## config.mk

```make
export PLATFORM = sky130hd
export DESIGN_NAME = player_shot_ctrl
export DESIGN_NICKNAME = d
export VERILOG_FILES = /design/src/rtl/space_inv_pkg.sv /design/src/rtl/btn_rise_detect.sv /design/src/rtl/player_shot_ctrl.sv
export SDC_FILE = /design/constraint.sdc
export NUM_CORES = 1
export LEC_CHECK = 0
export BUFFER_PORTS_ARGS = -buffer_cell sky130_fd_sc_hd__buf_4
export CAP_MARGIN = 20
export CORE_ASPECT_RATIO = 1.75
export CORE_MARGIN = 2
export CORE_UTILIZATION = 50
export CTS_CLUSTER_DIAMETER = 40
export DETAILED_ROUTE_END_ITERATION = 12
export PLACE_DENSITY = 0.86
export SYNTH_ARGS = -nofsm -noshare
export SYNTH_HDL_FRONTEND = slang
export SYNTH_HIERARCHICAL = 1
export SYNTH_SLANG_ARGS = --single-unit
export TNS_END_PERCENT = 1
```

## constraint.sdc

```tcl
create_clock -name clk -period 5.93 [get_ports clk]
set_input_delay 0.2965 -clock clk [delete_from_list [all_inputs] [get_ports clk]]
set_output_delay 0.2965 -clock clk [all_outputs]
set_load 0.01 [all_outputs]
```

## src/rtl/space_inv_pkg.sv

```systemverilog
// Shared constants and encodings for the space-invaders style game blocks.
// Holds the player-shot state encoding and the screen geometry defaults.
package space_inv_pkg;

    typedef enum logic [1:0] {
        ST_IDLE     = 2'd0,
        ST_FLY      = 2'd1,
        ST_COOLDOWN = 2'd2
    } shot_state_t;

    localparam int SCREEN_H     = 480;
    localparam int SCREEN_W     = 640;
    localparam int DEF_START_Y  = 440;
    localparam int DEF_X_OFFSET = 8;

endpackage

```

## src/rtl/btn_rise_detect.sv

```systemverilog
// Registered rising-edge detector, one lane per button bit.
// The history register resets high so a button held through reset does not fire.
module btn_rise_detect #(
    parameter int W = 1
) (
    input  logic         clk,
    input  logic         reset,
    input  logic [W-1:0] btn,
    output logic [W-1:0] rise
);

    genvar gi;
    generate
        for (gi = 0; gi < W; gi++) begin : g_lane
            logic btn_q_reg;

            always_ff @(posedge clk or posedge reset) begin
                if (reset) begin
                    btn_q_reg <= 1'b1;
                end else begin
                    btn_q_reg <= btn[gi];
                end
            end

            assign rise[gi] = btn[gi] & ~btn_q_reg;
        end
    endgenerate

endmodule

```

## src/rtl/player_shot_ctrl.sv

```systemverilog
// Player projectile controller: one shot at a time, launched on a fire-button
// rising edge, climbing once per frame, retired by hit or screen top, then cooldown.
module player_shot_ctrl
    import space_inv_pkg::*;
#(
    parameter int X_W             = 10,
    parameter int Y_W             = 10,
    parameter int X_OFFSET        = DEF_X_OFFSET,
    parameter int START_Y         = DEF_START_Y,
    parameter int SPEED           = 4,
    parameter int COOLDOWN_FRAMES = 8
) (
    input  logic           clk,
    input  logic           reset,
    input  logic           fire_btn,
    input  logic [X_W-1:0] player_x,
    input  logic           move_tick,
    input  logic           hit,
    output logic           shot_active,
    output logic [X_W-1:0] shot_x,
    output logic [Y_W-1:0] shot_y,
    output logic           shot_fired,
    output logic           ready
);

    // Counter is kept one bit wide when cooldown is disabled so it never vanishes.
    localparam int CNT_W = (COOLDOWN_FRAMES > 0) ? $clog2(COOLDOWN_FRAMES + 1) : 1;

    logic fire_rise;

    shot_state_t    state_reg,  state_next;
    logic           active_reg, active_next;
    logic [X_W-1:0] x_reg,      x_next;
    logic [Y_W-1:0] y_reg,      y_next;
    logic           fired_reg,  fired_next;
    logic           ready_reg,  ready_next;
    logic [CNT_W-1:0] cnt_reg,  cnt_next;

    btn_rise_detect #(
        .W (1)
    ) u_fire_edge (
        .clk   (clk),
        .reset (reset),
        .btn   (fire_btn),
        .rise  (fire_rise)
    );

    always_ff @(posedge clk or posedge reset) begin
        if (reset) begin
            state_reg  <= ST_IDLE;
            active_reg <= 1'b0;
            x_reg      <= '0;
            y_reg      <= '0;
            fired_reg  <= 1'b0;
            ready_reg  <= 1'b1;
            cnt_reg    <= '0;
        end else begin
            state_reg  <= state_next;
            active_reg <= active_next;
            x_reg      <= x_next;
            y_reg      <= y_next;
            fired_reg  <= fired_next;
            ready_reg  <= ready_next;
            cnt_reg    <= cnt_next;
        end
    end

    always_comb begin
        state_next  = state_reg;
        active_next = active_reg;
        x_next      = x_reg;
        y_next      = y_reg;
        fired_next  = 1'b0;
        cnt_next    = cnt_reg;

        case (state_reg)
            ST_IDLE: begin
                if (fire_rise) begin
                    state_next  = ST_FLY;
                    active_next = 1'b1;
                    x_next      = player_x + X_W'(X_OFFSET);
                    y_next      = Y_W'(START_Y);
                    fired_next  = 1'b1;
                end
            end

            ST_FLY: begin
                // A hit wins over the frame step; position freezes where it was.
                if (hit || (move_tick && (y_reg < Y_W'(SPEED)))) begin
                    active_next = 1'b0;
                    if (COOLDOWN_FRAMES == 0) begin
                        state_next = ST_IDLE;
                    end else begin
                        state_next = ST_COOLDOWN;
                        cnt_next   = CNT_W'(COOLDOWN_FRAMES);
                    end
                end else if (move_tick) begin
                    y_next = y_reg - Y_W'(SPEED);
                end
            end

            ST_COOLDOWN: begin
                if (move_tick) begin
                    cnt_next = cnt_reg - 1'b1;
                    if (cnt_reg == CNT_W'(1)) begin
                        state_next = ST_IDLE;
                    end
                end
            end

            default: begin
                state_next  = ST_IDLE;
                active_next = 1'b0;
                cnt_next    = '0;
            end
        endcase

        ready_next = (state_next == ST_IDLE);
    end

    assign shot_active = active_reg;
    assign shot_x      = x_reg;
    assign shot_y      = y_reg;
    assign shot_fired  = fired_reg;
    assign ready       = ready_reg;

endmodule

```

---- Yosys cells after proc, flatten, opt, wreduce, memory -nomap -nowiden ----
Cells that the tools add are included.
operators by class
  $add $sub $neg .......................... 3
  order comparisons ....................... 1
  eq/ne operators ......................... 8
  mux-type cells .......................... 17
  bitwise logic cells ..................... 4
  reduce and logical (&&, ||, !) cells .... 9
operators by type and width
  cell                                                          number
  2-to-1 mux 10 bit                                             3
  one-hot mux 10 bit (2 select lines)                           1
  one-hot mux 4 bit (3 select lines)                            1
  adder 10 x 4 -> 10 bit (second input constant)                1
  less-than comparator 10 x 3 -> 1 bit (second input constant)  1
  != test 2 bit (second input constant)                         5
  subtractor 10 x 3 -> 10 bit (second input constant)           1
  2-to-1 mux 2 bit                                              4
  2-to-1 mux 4 bit                                              2
  one-hot mux 2 bit (3 select lines)                            1
  AND reduction 3 bit                                           2
  == test 4 x 1 -> 1 bit (second input constant)                1
  zero test 2 bit                                               2
  2-to-1 mux 1 bit                                              4
  AND reduction 4 bit                                           1
  subtractor 4 x 1 -> 4 bit (second input constant)             1
  NOT 1 bit                                                     3
  one-hot mux 1 bit (3 select lines)                            1
  == test 2 x 1 -> 1 bit (second input constant)                1
  == test 2 bit (second input constant)                         1
  AND reduction 2 bit                                           1
  nonzero test 2 bit                                            1
  bitwise AND 1 bit                                             1
  logical AND 1 bit                                             1
  logical OR 1 bit                                              1
word-level totals
  register bits ........................... 30
  bits of input ports ..................... 15
  logic and storage cells ................. 50

---- Longest topological paths before layout ----
Gate-level depths: netlist of the first run.
  depth after elaboration ................. 6
  mapped depth ............................ 7
  mapped depth without buffers ............ 6

---- By module ----
The synthesis of the first run kept the hierarchy.
modules (own cells, without submodules)
  module            instances  cells each  area an instance (µm²)  seq. area each (µm²)
  player_shot_ctrl  1          148         1488.9                  676.9
  btn_rise_detect   1          3           43.8                    26.3

---- Worst setup path after synthesis of the first run ----
OpenSTA, ideal clock, no wires.
  path type ............................... register to register
  start point ............................. reg y_reg[2], in the netlist shot_y[2]
  end point ............................... reg cnt_reg[3]
  arrival time ............................ 1.817 ns
  data required time ...................... 5.803 ns
  slack ................................... 3.985 ns
  cell stages (with the launch flop) ...... 7
  path buffers ............................ 0
  cells stage by stage .................... dfrtp_1 > inv_1 > ha_1 > and4bb_1 > a211oi_2 > a211o_1 > mux2_1
between the ends
  word-level cells in the longest chain between the ends .. 5
RTL lines
  element                               RTL line                RTL
  from (decl)                           player_shot_ctrl.sv:34  logic [Y_W-1:0] y_reg, y_next;
  from (signal assigned)                player_shot_ctrl.sv:61  y_reg <= y_next;
  less-than comparator 10 x 3 -> 1 bit  player_shot_ctrl.sv:89  if (hit || (move_tick && (y_reg < Y_W'(SPEED)))) begin
  logical AND 1 bit                     player_shot_ctrl.sv:89
  logical OR 1 bit                      player_shot_ctrl.sv:89
  != test 2 bit (no source line)        n/a
  AND reduction 3 bit (no source line)  n/a
  to (signal assigned)                  player_shot_ctrl.sv:64  cnt_reg <= cnt_next;
  to (decl)                             player_shot_ctrl.sv:37  logic [CNT_W-1:0] cnt_reg, cnt_next;
No other way between the ends.
A chain may end at the register's enable or synchronous reset.

---- Final worst setup path of the first run ----
  start point ............................. reg state_reg[1]
  end point ............................... reg y_reg[9], in the netlist shot_y[9]
between the ends
  word-level cells in the longest chain between the ends .. 3
  elaborated cells on any way between the ends .. 8
  classes of those cells .................. eq/ne: 4; mux: 1; reduce/logical: 3
RTL lines
  element                                                                      RTL line                RTL
  from (decl)                                                                  player_shot_ctrl.sv:31  shot_state_t state_reg, state_next;
  from (signal assigned)                                                       player_shot_ctrl.sv:58  state_reg <= state_next;
  == test 2 x 1 -> 1 bit / zero test 2 bit (equally long branches)             player_shot_ctrl.sv:76  case (state_reg)
  != test 2 bit (no source line) / nonzero test 2 bit (equally long branches)  n/a
  AND reduction 4 bit (no source line)                                         n/a
Several ways; a longest one is shown, not always the timed one.

==> summary.txt, run 1 <==
Synth area leader -> dfrtp_1
Synth top area share -> 42.45%
Worst-path clk slew -> 0.10 ns
vias in the first global route -> 1234
Comb pwr share -> 45.1%
minimum clock period -> 2.143 ns
critical path's largest stage delay -> 0.52 ns
most used flip-flop cell after synthesis -> dfrtp_1
RSZ-0062 raised after global routing -> false
Iter 0 DRT Violations -> 37
Slew HR -> 57.10%
drt pass-1 iters -> 4
fillers -> 230
Worst Hold Class -> input port to register
Die Wd -> 45.86 um
cell total after placement -> 210
IO Port Bufs -> 35
remaining antenna violation count -> 0
Via density -> 5.986
top-count cell post-synth -> dfrtp_1
gr usage total -> 20.61%
M3 GR Usage -> 2.118%
Slew Limit Fails -> 0
Post-synth EDFFs -> 0
Final Power -> 0.7753 mW
GR Util met1 -> 23.53%
CTS H-tree lvls -> 1
Layout Cells excl Fill -> 216
Pwr Density -> 407.9 nW/um^2
Syn Inst Count -> 151
commonest cells in the synthesized netlist -> dfrtp_1 (26), inv_1 (13), nand2_1 (12), o21ai_1 (9), ha_1 (8)
Sw Ratio -> 37.97%
largest net degree at the start of global routing -> 28
critical path launch point type -> register
IO Pins -> 38
run status -> complete, no violations
gpl congestion -> 0.8973
Synth Cell Area -> 1533 um^2
post-synthesis sequential area ratio -> 45.88%
Initial Util -> 52.35%
Max Fanout on Critical Path -> 11
Final Util -> 64.91%
Arr. time, crit path -> 2.35 ns
clk root buf -> clkbuf_8
CTS Sinks -> 28
nature of the critical path endpoint -> register
Final WS setup -> 3.787 ns
DRC errors left -> 0
Pleak -> 0.8722 nW
synth unique cells -> 45
worst ir drop on vdd -> 285.8 uV
Die Y -> 77.25 um
WL/cell -> 15.33 um
dpl ws -> 3.803 ns
initial antenna violation count -> 0
fmax -> 0.4667 GHz
Max Root-Sink Buffers -> 2
TritonCTS clock tree -> yes
Setup TNS -> 0 ns
worst skew pair latency -> 0.28 ns
Fin. Hold Viols -> 0
Setup CP Type -> register to register
final worst path period share -> 36.13%
Largest register FFs -> 10
Hold WS -> 0.1224 ns
DP Area -> 1808 um^2
CP required -> 6.13 ns
max cap viols -> 0
Flop pwr share -> 39.4%
grt peak-use layer -> met2
slowest CP cell -> or4_1
Synth Warn # -> 6
syn_area_per_cell -> 10.15 um^2
crit path cell chain -> inv_1 -> ha_1 -> mux2_1 -> o221ai_1 -> or4_1 -> a21oi_1
Total Die Area -> 3542 um^2
async set-reset flop share out of synthesis -> 100.0%
Core ar. -> 2928 um^2
vias -> 1293
HPWL after DPL -> 2536 um
NetSw -> 0.2944 mW
Num CTS Buffers -> 3
Clock power frac -> 15.5%
actual slew at the worst max-slew pin -> 0.6272 ns
Row Count -> 26
r2r setup slk -> 3.79 ns
total wire length -> 3311 um
leading post-synthesis cells by cell area -> dfrtp_1 (42%), ha_1 (6.5%), mux2_1 (4.4%), dfstp_2 (3.4%), inv_1 (3.2%)
share of layout cells above drive strength 1 -> 25.00%
Yosys reg bits -> 28
Clock Skews -> 0.006379 ns
diodes inserted -> 0
routing usage on met2 -> 35.83%
global-route wire length before repair -> 5520 um
post-route design area -> 1901 um^2
Final nets -> 212
Int Power -> 0.4810 mW
final setup violation count -> 0
Layout area overhead -> 24.00%
global route overflow -> 0
## cells by family after synthesis
group | Yosys count | synth area share, %
muxes | 6 | 4.408
other | 1 | 0.2447
and+or+nand+nor | 47 | 18.45
DFF | 28 | 45.88
buffers and inverters | 18 | 4.898
AOI/OAI and AO/OA | 38 | 16.73
xor gates and xnor gates | 5 | 2.858
adders and majority gates | 8 | 6.531
## cell type report
cell class / count / area [um^2] / share of cell area [%]
multi-input combinational: 106 / 758.2 / 39.89
sequential: 28 / 703.2 / 37.00
timing repair buffer: 37 / 300.3 / 15.80
clock buffer: 4 / 55.05 / 2.897
inverter: 13 / 48.80 / 2.567
tap: 28 / 35.03 / 1.843
## cell usage in the layout (no fill, tap or decap), drive strengths merged, types with 3 or more instances in the layout
cell | synthesis | final
or4 | 5 | 5
buf | 2 | 36
a31oi | 3 | 3
ha | 8 | 8
nor4 | 4 | 4
xnor2 | 3 | 3
nor2 | 6 | 6
nand2 | 12 | 12
mux2 | 6 | 6
inv | 13 | 13
o21ai | 12 | 12
clkbuf | 3 | 4
o31ai | 3 | 3
nand3 | 6 | 6
dfrtp | 26 | 26
a21o | 3 | 3
a21oi | 6 | 6
## worst paths after layout
kind                                                    to          from  cells after the start
max                                              shot_y[9]  state_reg[1]                      6
min                        u_fire_edge/g_lane[0].btn_q_reg      fire_btn                      1
max reg2reg                                      shot_y[9]  state_reg[1]                      6
min reg2reg                                      shot_x[7]     shot_x[7]                      2
max in group asynchronous                            ready         reset                      4
min in group asynchronous                       shot_fired         reset                      3
## power by group through the flow
stage / combinational, mW / clock, mW / sequential [mW]
3_5_place_dp: 0.349 / 0 / 0.310
4_1_cts: 0.350 / 0.120 / 0.307
2_1_floorplan: 0.194 / 0 / 0.324
5_1_grt: 0.383 / 0.131 / 0.315
6_report: 0.349 / 0.120 / 0.306
3_3_place_gp: 0.335 / 0 / 0.304
## worst max-delay path, delay by kind of cell, from the launching register on
kind	cells	cell delay [ns]
mux	1	0.23
buf+inv	1	0.12
compound gates	2	0.38
flops	1	0.44
simple gates	1	0.52
fa+ha+maj	1	0.38
## repair_timing
| action | CTS | global route |
|---|---|---|
| resized for setup | 0 | 0 |
| hold endpoints to repair | 0 | 2 |
| buffers inserted | 0 | 0 |
| hold buffers | 0 | 1 |
## per-layer routing
layer	up-vias	part of all wire, %
li1	624	-
met4	0	2.1
met1	632	39
met2	30	56
met3	7	3.1
met5	-	0
Note: power is estimated with default switching activity, not from simulation.
==> run 2: changes to the inputs <==
clock period = 2.15 ns   (was 5.93 ns; I/O delays follow)
==> run 2 against run 1 <==
Compared with the run above: register-to-register slack got worse by 3.7 ns; cell count grew 1.9%; critical path depth stayed put; clock power grew to 2.8 times the previous value; utilization grew 0.73 points; power rose to 2.8 times the previous value; sequential power increased to 2.8 times the previous value; combinational power rose to 2.9 times the previous value; maximum frequency increased by 4.9%; sequential share of layout area down 0.41 points; largest cell class unchanged; first-iteration DRC count is 78% higher; worst setup slack worse by 3.7 ns.
==> summary.txt, run 2 (synthesis results as in run 1) <==
Core ar. -> 2928 um^2 (unchanged)
Max Root-Sink Buffers -> 2 (unchanged)
global route overflow -> 0 (unchanged)
Setup CP Type -> register to register
run status -> complete, no violations
Slew HR -> 58.34% (+1.2 points)
drt pass-1 iters -> 4 (unchanged)
Arr. time, crit path -> 2.26 ns (-0.09 ns)
commonest non-fill, non-tap cell in the layout -> buf_4
HPWL after DPL -> 2739 um (+8.0%)
WL/cell -> 16.69 um (+8.9%)
initial antenna violation count -> 0 (unchanged)
worst ir drop on vdd -> 663.7 uV (+130%)
global-route wire length before repair -> 6065 um (+9.9%)
Max Fanout on Critical Path -> 8 (-3)
Num CTS Buffers -> 3 (unchanged)
slowest CP cell -> or4bb_1
CP required -> 2.37 ns (-3.76 ns)
WL met1 -> 1301 um (+0.85%)
Worst Hold Class -> input port to register
Die Y -> 77.25 um (unchanged)
Setup TNS -> 0 ns (unchanged)
RSZ-0062 raised after global routing -> false
post-route design area -> 1922 um^2 (+1.1%)
metal2 WL -> 2173 um (+18%)
nature of the critical path endpoint -> register
Iter 0 DRT Violations -> 66 (+78%)
largest net degree at the start of global routing -> 28 (unchanged)
Via density -> 6.064 (+1.3%)
Worst-path clk slew -> 0.10 ns (about the same)
fmax -> 0.4897 GHz (+4.9%)
clk root buf -> clkbuf_8
Buf+Inv Stages, Crit Path -> 1 (unchanged)
Initial Util -> 52.35% (unchanged)
cell total after placement -> 214 (+1.9%)
Hold WS -> 0.01678 ns (-0.1056 ns)
most frequent cells in the layout -> buf_4 (39), dfrtp_1 (26), inv_1 (13)
vias -> 1334 (+3.2%)
Pwr Density -> 1142 nW/um^2 (+180%)
Clock Skews -> 0.008293 ns (+0.001915 ns)
Total Die Area -> 3542 um^2 (unchanged)
Layout Cells excl Fill -> 220 (+1.9%)
remaining antenna violation count -> 0 (unchanged)
max cap viols -> 0 (unchanged)
Fin. Hold Viols -> 0 (unchanged)
CTS Sinks -> 28 (unchanged)
IO Port Bufs -> 35 (unchanged)
Final nets -> 216 (+1.9%)
highest routed layer -> met4
CTS H-tree lvls -> 1 (unchanged)
Die Wd -> 45.86 um (unchanged)
Pleak -> 0.8819 nW (+1.1%)
critical path launch point type -> register
gpl congestion -> 0.8474 (-5.6%)
gr usage total -> 22.76% (+2.2 points)
Final Util -> 65.64% (+0.73 points)
share of layout cells above drive strength 1 -> 27.08% (+2.1 points)
Largest register FFs -> 10 (unchanged)
Slew Limit Fails -> 0 (unchanged)
Layout area overhead -> 25.39%
DP Area -> 1838 um^2 (+1.7%)
vias in the first global route -> 1421 (+15%)
critical path's largest stage delay -> 0.54 ns (+0.02 ns)
DRC errors left -> 0 (unchanged)
TritonCTS clock tree -> yes
final worst path period share -> 94.99% (+59 points)
final setup violation count -> 0 (unchanged)
Top delay family on crit path -> simple AND/OR/NAND/NOR gates
met3 WL -> 110 um (+5.8%)
minimum clock period -> 2.042 ns (-0.1006 ns)
actual slew at the worst max-slew pin -> 0.6091 ns (-0.01811 ns)
Row Count -> 26 (unchanged)
worst skew pair latency -> 0.29 ns (about the same)
diodes inserted -> 0 (unchanged)
total wire length -> 3671 um (+11%)
IO Pins -> 38 (unchanged)
crit path cell chain -> inv_1 -> ha_2 -> or4bb_1 -> o221a_2 -> and4_1 -> o21ai_1
run 2: path summary, 6_finish.rpt:
check,from,endpoint,slack [ns],cells after the start
max,state_reg[1],shot_y[7],0.11,6
min,player_x[3],shot_x[3],0.02,2
max reg2reg,state_reg[1],shot_y[7],0.11,6
min reg2reg,shot_x[7],shot_x[7],0.49,2
max in group asynchronous,reset,ready,1.40,4
min in group asynchronous,reset,u_fire_edge/g_lane[0].btn_q_reg,0.38,3
run 2: per-stage QoR:
step	setup slack, ns	power [mW]
floorplan	0.2054	1.430
detailed placement	0.1010	1.858
global route	0.001073	2.354
finish	0.1078	2.195
CTS	0.06568	2.198
global placement	0.2139	1.795
run 2: worst reg2reg max path: stages, from the launching register on:
cell	delay [ns]
dfrtp_1	0.43
inv_1	0.12
ha_2	0.25
or4bb_1	0.54
o221a_2	0.32
and4_1	0.21
o21ai_1	0.11
run 2: repair_timing:
item,in CTS,in global routing
endpoints found under the setup margin,0,5
buffers inserted,0,0
hold buffers,2,0
gates resized for setup,0,2
hold endpoints to repair,28,0
run 2: report_power, final:
part	leakage (nW)	switching (mW)	internal [mW]	total [mW]
sequential	0.336	0.134	0.709	0.844
combinational	0.517	0.537	0.482	1.02
clock	0.0288	0.168	0.165	0.332
total	0.882	0.839	1.36	2.19
run 2: layer usage:
layer  vias up  track usage [%]
met3         9            3.529
li1        632                -
met4         0            12.00
met1       655            21.80
met5         -                0
met2        38            41.94
run 2: cell type report:
class / instances / area [um^2]
repair buffers: 41 / 312.8
flip-flops and latches: 28 / 703.2
clock buffers: 4 / 55.05
inverters: 13 / 48.80
multi-input cells: 106 / 767.0
fillers: 238 / 1006
well taps: 28 / 35.03
